[src/rtl/cim_row_sequencer_pkg.sv]
// Shared types for the CIM wordline sequencer.
//   mode_t    : command mode encoding carried on cmd_mode
//   state_t   : sequencer FSM states, also exported on the debug port
//   cnt_width : width of the PRE/ACT cycle counter for a given timing pair
//   *_DEF     : default timing used by the top-level parameters
package cim_pkg;

  typedef enum logic [1:0] {
    MODE_WRITE = 2'b00,
    MODE_MAC   = 2'b01,
    MODE_CAM   = 2'b10,
    MODE_RSVD  = 2'b11
  } mode_t;

  typedef enum logic [1:0] {
    S_IDLE = 2'b00,
    S_PRE  = 2'b01,
    S_ACT  = 2'b10
  } state_t;

  localparam int PRE_CYC_DEF   = 1;
  localparam int PULSE_CYC_DEF = 2;

  // Counter must hold values 0 .. max(pre, pulse) - 1; sized with one spare
  // so a single-cycle phase still gets a 1-bit counter.
  function automatic int cnt_width(input int pre_cyc, input int pulse_cyc);
    int m;
    m = (pre_cyc > pulse_cyc) ? pre_cyc : pulse_cyc;
    return $clog2(m + 1);
  endfunction

endpackage

[src/rtl/cim_row_sequencer_if.sv]
// Command interface of the wordline sequencer.
//   cmd_valid / cmd_ready : handshake
//   cmd_mode, cmd_addr, cmd_cnt, cmd_read_bar, cmd_key : command payload
// Handshake: a command transfers at a rising clk edge where cmd_valid and
// cmd_ready are both high. The master holds the payload stable while
// cmd_valid is high and cmd_ready is low; cmd_ready does not depend on
// cmd_valid. The payload is don't-care after the transfer edge.
interface cim_row_sequencer_if #(
  parameter int ROWS = 16,
  parameter int AW   = $clog2(ROWS)
);
  logic            cmd_valid;
  logic            cmd_ready;
  logic [1:0]      cmd_mode;
  logic [AW-1:0]   cmd_addr;
  logic [AW-1:0]   cmd_cnt;
  logic            cmd_read_bar;
  logic [ROWS-1:0] cmd_key;

  modport master (
    output cmd_valid, cmd_mode, cmd_addr, cmd_cnt, cmd_read_bar, cmd_key,
    input  cmd_ready
  );

  modport slave (
    input  cmd_valid, cmd_mode, cmd_addr, cmd_cnt, cmd_read_bar, cmd_key,
    output cmd_ready
  );
endinterface

[src/rtl/cim_row_sequencer_onehot.sv]
// Row address decoder.
//   addr   : row address (AW bits)
//   onehot : one-hot row select; all zeros when addr >= ROWS
module cim_row_onehot #(
  parameter int ROWS = 16,
  parameter int AW   = $clog2(ROWS)
) (
  input  logic [AW-1:0]   addr,
  output logic [ROWS-1:0] onehot
);
  always_comb begin
    onehot = '0;
    for (int i = 0; i < ROWS; i++) begin
      if (addr == AW'(i)) onehot[i] = 1'b1;
    end
  end
endmodule

[src/rtl/cim_row_sequencer.sv]
// Wordline sequencer for the CIM macro. Accepts WRITE / MAC / CAM commands
// and frames every activation with a precharge gap (all lines low) followed
// by a registered pulse, so WL/WLB never glitch.
//   clk, rst        : clock, synchronous active-high reset
//   cs              : chip select; low aborts any operation in flight
//   cmd (slave)     : command handshake and payload
//   WL, WLB         : registered wordlines
//   row_idx         : row being precharged / pulsed
//   busy            : high outside IDLE
//   done, err       : one-cycle completion / reject-or-abort pulses
//   dbg_state       : current FSM state
module cim_row_sequencer
  import cim_pkg::*;
#(
  parameter int ROWS      = 16,
  parameter int AW        = $clog2(ROWS),
  parameter int PRE_CYC   = PRE_CYC_DEF,
  parameter int PULSE_CYC = PULSE_CYC_DEF
) (
  input  logic                clk,
  input  logic                rst,
  input  logic                cs,
  cim_row_sequencer_if.slave  cmd,
  output logic [ROWS-1:0]     WL,
  output logic [ROWS-1:0]     WLB,
  output logic [AW-1:0]       row_idx,
  output logic                busy,
  output logic                done,
  output logic                err,
  output state_t              dbg_state
);
  localparam int             CW         = cnt_width(PRE_CYC, PULSE_CYC);
  localparam int             AW1        = AW + 1;
  localparam logic [CW-1:0]  PRE_LAST   = CW'(PRE_CYC - 1);
  localparam logic [CW-1:0]  PULSE_LAST = CW'(PULSE_CYC - 1);
  localparam logic [AW-1:0]  ROW_LAST   = AW'(ROWS - 1);
  localparam logic [AW1-1:0] ROWS_EXT   = AW1'(ROWS);

  state_t          state_q, state_d;
  logic [CW-1:0]   cnt_q, cnt_d;
  logic [AW-1:0]   row_q, row_d;
  logic [AW-1:0]   left_q, left_d;     // rows still to visit after this one
  mode_t           mode_q, mode_d;
  logic            rb_q, rb_d;
  logic [ROWS-1:0] key_q, key_d;
  logic [ROWS-1:0] wl_d, wlb_d;
  logic            done_d, err_d;
  logic            ready;
  logic            reject;
  mode_t           mode_in;
  logic [ROWS-1:0] row_oh;

  cim_row_onehot #(.ROWS(ROWS), .AW(AW)) u_onehot (
    .addr   (row_q),
    .onehot (row_oh)
  );

  assign ready         = (state_q == S_IDLE) && cs;
  assign cmd.cmd_ready = ready;
  assign mode_in       = mode_t'(cmd.cmd_mode);
  // CAM ignores the address, so only WRITE/MAC are range checked.
  assign reject        = (mode_in == MODE_RSVD) ||
                         ((mode_in != MODE_CAM) && ({1'b0, cmd.cmd_addr} >= ROWS_EXT));
  assign busy          = (state_q != S_IDLE);
  assign row_idx       = row_q;
  assign dbg_state     = state_q;

  always_comb begin
    state_d = state_q;
    cnt_d   = cnt_q;
    row_d   = row_q;
    left_d  = left_q;
    mode_d  = mode_q;
    rb_d    = rb_q;
    key_d   = key_q;
    done_d  = 1'b0;
    err_d   = 1'b0;
    wl_d    = '0;
    wlb_d   = '0;

    case (state_q)
      S_IDLE: begin
        if (cmd.cmd_valid && ready) begin
          if (reject) begin
            err_d = 1'b1;
          end else begin
            state_d = S_PRE;
            cnt_d   = '0;
            row_d   = cmd.cmd_addr;
            mode_d  = mode_in;
            rb_d    = cmd.cmd_read_bar;
            key_d   = cmd.cmd_key;
            left_d  = (mode_in == MODE_MAC) ? cmd.cmd_cnt : '0;
          end
        end
      end
      S_PRE: begin
        if (!cs) begin
          state_d = S_IDLE;
          cnt_d   = '0;
          err_d   = 1'b1;
        end else if (cnt_q == PRE_LAST) begin
          state_d = S_ACT;
          cnt_d   = '0;
        end else begin
          cnt_d = cnt_q + 1'b1;
        end
      end
      S_ACT: begin
        if (!cs) begin
          state_d = S_IDLE;
          cnt_d   = '0;
          err_d   = 1'b1;
        end else if (cnt_q == PULSE_LAST) begin
          cnt_d = '0;
          if (left_q == '0) begin
            state_d = S_IDLE;
            done_d  = 1'b1;
          end else begin
            state_d = S_PRE;
            left_d  = left_q - 1'b1;
            // Wrap at ROWS, which need not be a power of two.
            row_d   = (row_q == ROW_LAST) ? '0 : row_q + 1'b1;
          end
        end else begin
          cnt_d = cnt_q + 1'b1;
        end
      end
      default: begin
        state_d = S_IDLE;
        cnt_d   = '0;
      end
    endcase

    // ACT is only entered from PRE or held in ACT, and row_q only moves on
    // the ACT->PRE edge, so row_oh is already the row of the coming pulse.
    if (state_d == S_ACT) begin
      case (mode_q)
        MODE_WRITE: begin
          wl_d  = row_oh;
          wlb_d = row_oh;
        end
        MODE_MAC: begin
          wl_d  = rb_q ? '0 : row_oh;
          wlb_d = rb_q ? row_oh : '0;
        end
        MODE_CAM: begin
          wl_d  = key_q;
          wlb_d = ~key_q;
        end
        default: begin
          wl_d  = '0;
          wlb_d = '0;
        end
      endcase
    end
  end

  always_ff @(posedge clk) begin
    if (rst) begin
      state_q <= S_IDLE;
      cnt_q   <= '0;
      row_q   <= '0;
      left_q  <= '0;
      mode_q  <= MODE_WRITE;
      rb_q    <= 1'b0;
      key_q   <= '0;
      WL      <= '0;
      WLB     <= '0;
      done    <= 1'b0;
      err     <= 1'b0;
    end else begin
      state_q <= state_d;
      cnt_q   <= cnt_d;
      row_q   <= row_d;
      left_q  <= left_d;
      mode_q  <= mode_d;
      rb_q    <= rb_d;
      key_q   <= key_d;
      WL      <= wl_d;
      WLB     <= wlb_d;
      done    <= done_d;
      err     <= err_d;
    end
  end
endmodule

[src/flat_wrapper.sv]
// flat-port wrapper written by rule: the top's interface ports become plain ports
module cim_row_sequencer_flat import cim_pkg::*;
#(
  parameter int ROWS      = 16,
  parameter int AW        = $clog2(ROWS),
  parameter int PRE_CYC   = PRE_CYC_DEF,
  parameter int PULSE_CYC = PULSE_CYC_DEF
)
  (clk, rst, cs, WL, WLB, row_idx, busy, done, err, dbg_state, cmd_cmd_valid, cmd_cmd_mode, cmd_cmd_addr, cmd_cmd_cnt, cmd_cmd_read_bar, cmd_cmd_key, cmd_cmd_ready);
  cim_row_sequencer_if #(.ROWS(ROWS), .AW(AW)) cmd_i ();
  input  logic clk;
  input  logic rst;
  input  logic cs;
  output logic [ROWS-1:0] WL;
  output logic [ROWS-1:0] WLB;
  output logic [AW-1:0] row_idx;
  output logic busy;
  output logic done;
  output logic err;
  output state_t dbg_state;
  input wire logic [$bits(cmd_i.cmd_valid)-1:0] cmd_cmd_valid;
  input wire logic [$bits(cmd_i.cmd_mode)-1:0] cmd_cmd_mode;
  input wire logic [$bits(cmd_i.cmd_addr)-1:0] cmd_cmd_addr;
  input wire logic [$bits(cmd_i.cmd_cnt)-1:0] cmd_cmd_cnt;
  input wire logic [$bits(cmd_i.cmd_read_bar)-1:0] cmd_cmd_read_bar;
  input wire logic [$bits(cmd_i.cmd_key)-1:0] cmd_cmd_key;
  output wire logic [$bits(cmd_i.cmd_ready)-1:0] cmd_cmd_ready;
  assign cmd_i.cmd_valid = cmd_cmd_valid;
  assign cmd_i.cmd_mode = cmd_cmd_mode;
  assign cmd_i.cmd_addr = cmd_cmd_addr;
  assign cmd_i.cmd_cnt = cmd_cmd_cnt;
  assign cmd_i.cmd_read_bar = cmd_cmd_read_bar;
  assign cmd_i.cmd_key = cmd_cmd_key;
  assign cmd_cmd_ready = cmd_i.cmd_ready;
  cim_row_sequencer #(.ROWS(ROWS), .AW(AW), .PRE_CYC(PRE_CYC), .PULSE_CYC(PULSE_CYC)) u_core (.clk(clk), .rst(rst), .cs(cs), .cmd(cmd_i), .WL(WL), .WLB(WLB), .row_idx(row_idx), .busy(busy), .done(done), .err(err), .dbg_state(dbg_state));
endmodule
[config.mk]
export PLATFORM = sky130hd
export DESIGN_NAME = cim_row_sequencer_flat
export DESIGN_NICKNAME = d
export VERILOG_FILES = /design/src/rtl/cim_row_sequencer_pkg.sv /design/src/rtl/cim_row_sequencer_if.sv /design/src/rtl/cim_row_sequencer_onehot.sv /design/src/rtl/cim_row_sequencer.sv /design/src/flat_wrapper.sv
export SDC_FILE = /design/constraint.sdc
export NUM_CORES = 1
export LEC_CHECK = 0
export CORE_MARGIN = 2
export CORE_UTILIZATION = 53
export DETAILED_ROUTE_END_ITERATION = 8
export PLACE_DENSITY = 0.94
export SETUP_SLACK_MARGIN = 0.05
export SYNTH_ARGS = -nofsm -noshare
export SYNTH_HDL_FRONTEND = slang
export SYNTH_SLANG_ARGS = --single-unit
export TNS_END_PERCENT = 10
[constraint.sdc]
create_clock -name clk -period 4.45 [get_ports clk]
set_input_delay 0.89 -clock clk [delete_from_list [all_inputs] [get_ports clk]]
set_output_delay 0.89 -clock clk [all_outputs]
set_load 0.02 [all_outputs]
== After elaboration in Yosys (flattened, before gate mapping) ==
Cells that the tools add are included.

* Register bits: 65

* Add/subtract/negate cells: 3
* Equality and inequality tests: 28
* Multiplexer cells: 54
* Bitwise gates (word level): 6
* Reductions and logical operators: 15

{| class="wikitable"
|+ Operators with widths
! operator !! count
|-
| 16-bit one-hot mux with 3 select lines || 2
|-
| 4-bit 2-to-1 mux || 12
|-
| 4-bit equality test, second input constant || 8
|-
| 16-bit 2-to-1 mux || 2
|-
| 2-bit 2-to-1 mux || 12
|-
| 1-bit 2-to-1 mux || 21
|-
| 4-bit by 3-bit equality test with 1-bit output, second input constant || 4
|-
| 16-bit NOT || 1
|-
| 4-bit one-hot mux with 2 select lines || 2
|-
| 2-bit one-hot mux with 3 select lines || 2
|-
| 2-bit by 1-bit equality test with 1-bit output, second input constant || 4
|-
| 2-bit equality test, second input constant || 4
|-
| 4-bit by 2-bit equality test with 1-bit output, second input constant || 2
|-
| 4-bit zero test || 2
|-
| 2-bit inequality test, second input constant || 4
|-
| 2-bit zero test || 3
|-
| 6-bit AND reduction || 1
|-
| 1-bit NOT || 5
|-
| 4-bit by 1-bit adder with 4-bit output, second input constant || 1
|-
| 4-bit by 1-bit equality test with 1-bit output, second input constant || 1
|-
| 2-bit nonzero test || 2
|-
| 2-bit OR reduction || 2
|-
| 4-bit OR reduction || 1
|-
| 4-bit by 1-bit subtractor with 4-bit output, second input constant || 1
|-
| 6 further kinds || 7
|}

== Longest topological paths before layout ==
* Word-level depth: 8
* Gate-level depth with buffers: 8
* Mapped depth without buffers: 6

== By module ==
A second synthesis with hierarchy kept.

* Cells, all modules: 387
* Area, all modules: 3457.1 sq um

{| class="wikitable"
|+ Modules (own cells, without submodules)
! module !! times used !! cells each !! area an instance (sq um)
|-
| cim_row_sequencer || 1 || 367 || 3230.6
|-
| cim_row_onehot || 1 || 20 || 226.5
|}

== Worst setup path before layout ==
OpenSTA, ideal clock, no wires.

* Path kind: input to output
* Start point: input cs
* End point: output cmd_cmd_ready
* Data arrival time: 1414 ps
* Data required time: 3560 ps
* Slack: 2146 ps
* Stages on the path: 3
* Buffers on the path: 1
* Path through: buf_2 > inv_1 > nor2_1

* Cells in the longest elaborated chain, start to end: 1

{| class="wikitable"
|+ RTL lines
! item !! line !! text
|-
| start: declaration || flat_wrapper.sv:13 || <nowiki>input logic cs;</nowiki>
|-
| 1-bit logical AND || cim_row_sequencer.sv:58 || <nowiki>assign ready = (state_q == S_IDLE) && cs;</nowiki>
|-
| end: declaration || flat_wrapper.sv:27 || <nowiki>output wire logic [$bits(cmd_i.cmd_ready)-1:0] cmd_cmd_ready;</nowiki>
|}

No other way between the ends.

== Final worst setup path ==
Same ends and word-level chain as after synthesis.

==> metrics.md <==
| Metric | Value |
|---|---|
| Inst Count DP | `467` |
| Clock Skew | `0.00967 ns` |
| Final Wtd Congestion | `between 0.8 and 0.9` |
| Worst Hold Launch | `u_core.key_q[5]` |
| Clk_lat worst skew | `roughly 0.35 ns` |
| Max stage delay on crit path | `0.68 ns` |
| Pwr/cell area | `353 nW/µm²` |
| Final cycle utilization of the critical path | `between 70% and 80%` |
| DR iter-0 viols | `362` |
| Most common cell after layout, fill and taps aside | `clkdlybuf4s50_1` |
| Die Y | `a little under 80 µm` |
| DIE WIDTH | `79.5 µm` |
| Worst-margin pin slew | `0.942 ns` |
| Worst vdd ir | `0.257 mV` |
| Critical R2R Launch | `u_core.dbg_state[0]` |
| DRC violations left | `0` |
| Core Box Area | `5510 µm²` |
| Via count | `approximately 2,800` |
| Via density per instance | `5.76` |
| Initial Util | `54.8%` |
| Number of hold buffers added after CTS | `0` |
| First-pass GRT wire length | `roughly 13,000 µm` |
| Final antenna-violating net count | `0` |
| I/O pin count | `73` |
| CP cell instances | `clkdlybuf4s50_1, inv_1, nor2_1, clkdlybuf4s50_1` |
| Design area | `3950 µm²` |
| Final WL | `7640 µm` |
| CP Class | `input port to primary output` |
| Final setup viols | `0` |
| Yosys warns | `0` |
| CTS Buffer Depth | `2` |
| Status | `complete, no violations` |
| Maxcap violations | `0` |
| Buf+Inv Stages, Crit Path | `3` |
| Crit path DAT | `2.40 ns` |
| TritonRoute pass-1 iters | `5` |
| Most frequent cells in the layout | `clkdlybuf4s50_1 (72), dfxtp_1 (65), a21oi_1 (44)` |
| Comb pwr share | `16.5%` |
| Sw Pwr | `slightly below 400 µW` |
| Fillers | `~430` |
| Slew Viols, Final | `0` |
| GRT Residual Overflow | `0` |
| CTS tree | `done` |
| Seq/Total Area, Yosys | `43.1%` |
| Nets | `449` |
| Final Core Density | `71.8%` |
| Area share of the largest cell type after synthesis | `about 43%` |
| Power Internal | `1.00 mW` |
| Worst path top cell family by delay | `buffers and inverters` |
| Post-CTS setup buffer count | `0` |
| Cell taking the most area after synthesis | `dfxtp_1` |
| Post-Syn Nets | `385` |
| Sequential Area | `~1300 µm²` |
| Crit path launch type | `input port` |
| Crit end category | `primary output` |
| DP Area | `3740 µm²` |
| Ys async rst share | `0%` |
| CP dominant cell by count | `clkdlybuf4s50_1` |
| Worst setup margin | `1.16 ns` |
| Hold_ws | `0.477 ns` |
| Ranking of synthesized cells by area | `dfxtp_1 (43%), nor3_2 (9.3%), a21oi_1 (7.3%)` |
| Seq cells post-synth | `65` |
| Initial antenna violation count | `0` |
| Synthesized cell area | `~3000 µm²` |
| Post-synth EDFFs | `0` |
| Worst path required time | `3.56 ns` |
| Hold Crit Class | `flop to flop` |
| Setup TNS | `0 ns` |
| N_diodes | `0` |
| WL per Instance | `15.8 µm` |
| CTS Root Cell | `clkbuf_8` |
| Worst-path fanout max | `11` |
| Tot Pwr | `between 1 and 1.5 mW` |
| Sequential Power Share | `44.7%` |
| Minimum clock period | `3.29 ns` |
| Post-CTS resize count | `0` |
| Max Fclk | `between 300 and 400 MHz` |
| Clock-pin slew on the worst setup and hold paths | `about 0.070 ns` |
| Multi-input logic area | `1560 µm²` |
| Syn_area_per_cell | `8.83 µm²` |
| Die area | `6320 µm²` |
| Leakage power | `1.37 nW` |
| Mapped Cells | `342` |
| Slowest CP cell | `clkdlybuf4s50_1` |
| Non-filler cells, final | `483` |
| GRT Resource Usage Total | `26.2%` |
| Largest net degree at the start of global routing | `34` |
| H-tree depth | `3` |
| TritonCTS sink count | `65` |
| PortBufs | `72` |
| DP HPWL | `5580 µm` |
| Vias in the first global route | `2,650` |
| Worst Setup SP | `cs` |
| Row cnt | `27` |
| Syn-to-layout area delta | `31.0%` |
| Num CTS Buffers | `9` |
| Sw Share | `28.1%` |
| Clock power frac | `between 30% and 40%` |
| Unrepaired setup endpoints after global routing | `no` |
| Final hold violation count | `0` |
| Synth cell types | `between 40 and 50` |
| Post-synth top flop | `dfxtp_1` |
| Slew headroom | `37.1%` |
| Fraction of layout cells with a size suffix above 1 | `12.9%` |
| DP Worst Slack | `around 1.1 ns` |
-- worst min-delay path, stage by stage, from the launching register on --
cell	delay [ns]
dfxtp_1	0.32
nand2_1	0.06
a21oi_1	0.05
-- area by class of cell --
class                      count  area share (%)
tap                           72            2.28
timing repair buffer          75            18.8
clock buffer                  10            3.23
multi-input combinational    241            39.4
clock inverter                 6            2.09
inverter                      14            1.33
sequential                    65            32.9
-- worst paths after layout --
path	end	slack, ns	cells past startpoint
worst max-delay path	cmd_cmd_ready	1.16	4
worst min-delay path	u_core.key_q[5]	0.48	2
worst max register to register	u_core.dbg_state[0]	2.07	7
worst min register to register	u_core.key_q[5]	0.48	2
-- registers in the layout, summed over array words and instances, names as in the netlist --
name	flops
u_core.key_q	16
u_core.left_q	4
u_core.mode_q	2
u_core.done	1
u_core.err	1
u_core.WL	16
u_core.cnt_q	2
u_core.row_idx	4
u_core.WLB	16
u_core.rb_q	1
u_core.dbg_state	2
-- routing by layer --
layer / vias up / global-route usage, % / part of all wire (%)
met4: 0 / 11.0 / 1.9
met3: 14 / 7.01 / 7.0
met1: 1302 / 31.1 / 40
li1: 1345 / - / -
met5: - / 0 / 0
met2: 120 / 44.5 / 51
-- cell families (layout without fill, tap and decap cells) --
group,after synthesis,in the layout,synth area share [%]
simple gates,139,139,26.8
compound gates,89,89,19.4
flops,65,65,43.1
buf+inv,36,105,5.39
fa+ha+maj,12,12,4.97
xor+xnor,1,1,0.290
-- cell usage after synthesis (3+ instances only) --
| master | count |
|---|---|
| a22oi_1 | 10 |
| nor3_2 | 28 |
| ha_1 | 12 |
| and2_1 | 3 |
| clkbuf_1 | 14 |
| a31oi_1 | 3 |
| nand2_1 | 40 |
| nor3b_1 | 4 |
| nand3_1 | 3 |
| buf_2 | 4 |
| nor3_1 | 10 |
| buf_6 | 3 |
| dfxtp_1 | 65 |
| o21ai_0 | 4 |
| nor2b_1 | 6 |
| a21oi_1 | 44 |
| and3_1 | 4 |
| o311ai_0 | 3 |
| nor2_1 | 30 |
| inv_1 | 14 |
| a32oi_1 | 6 |
-- power by group through the flow --
stage	logic, mW	clock network (mW)	registers, mW
2_1_floorplan	0.146	0	0.635
3_3_place_gp	0.224	0	0.635
3_5_place_dp	0.227	0	0.637
4_1_cts	0.229	0.545	0.624
5_1_grt	0.252	0.569	0.627
6_report	0.230	0.540	0.624
Note: power is estimated with default switching activity, not from simulation.
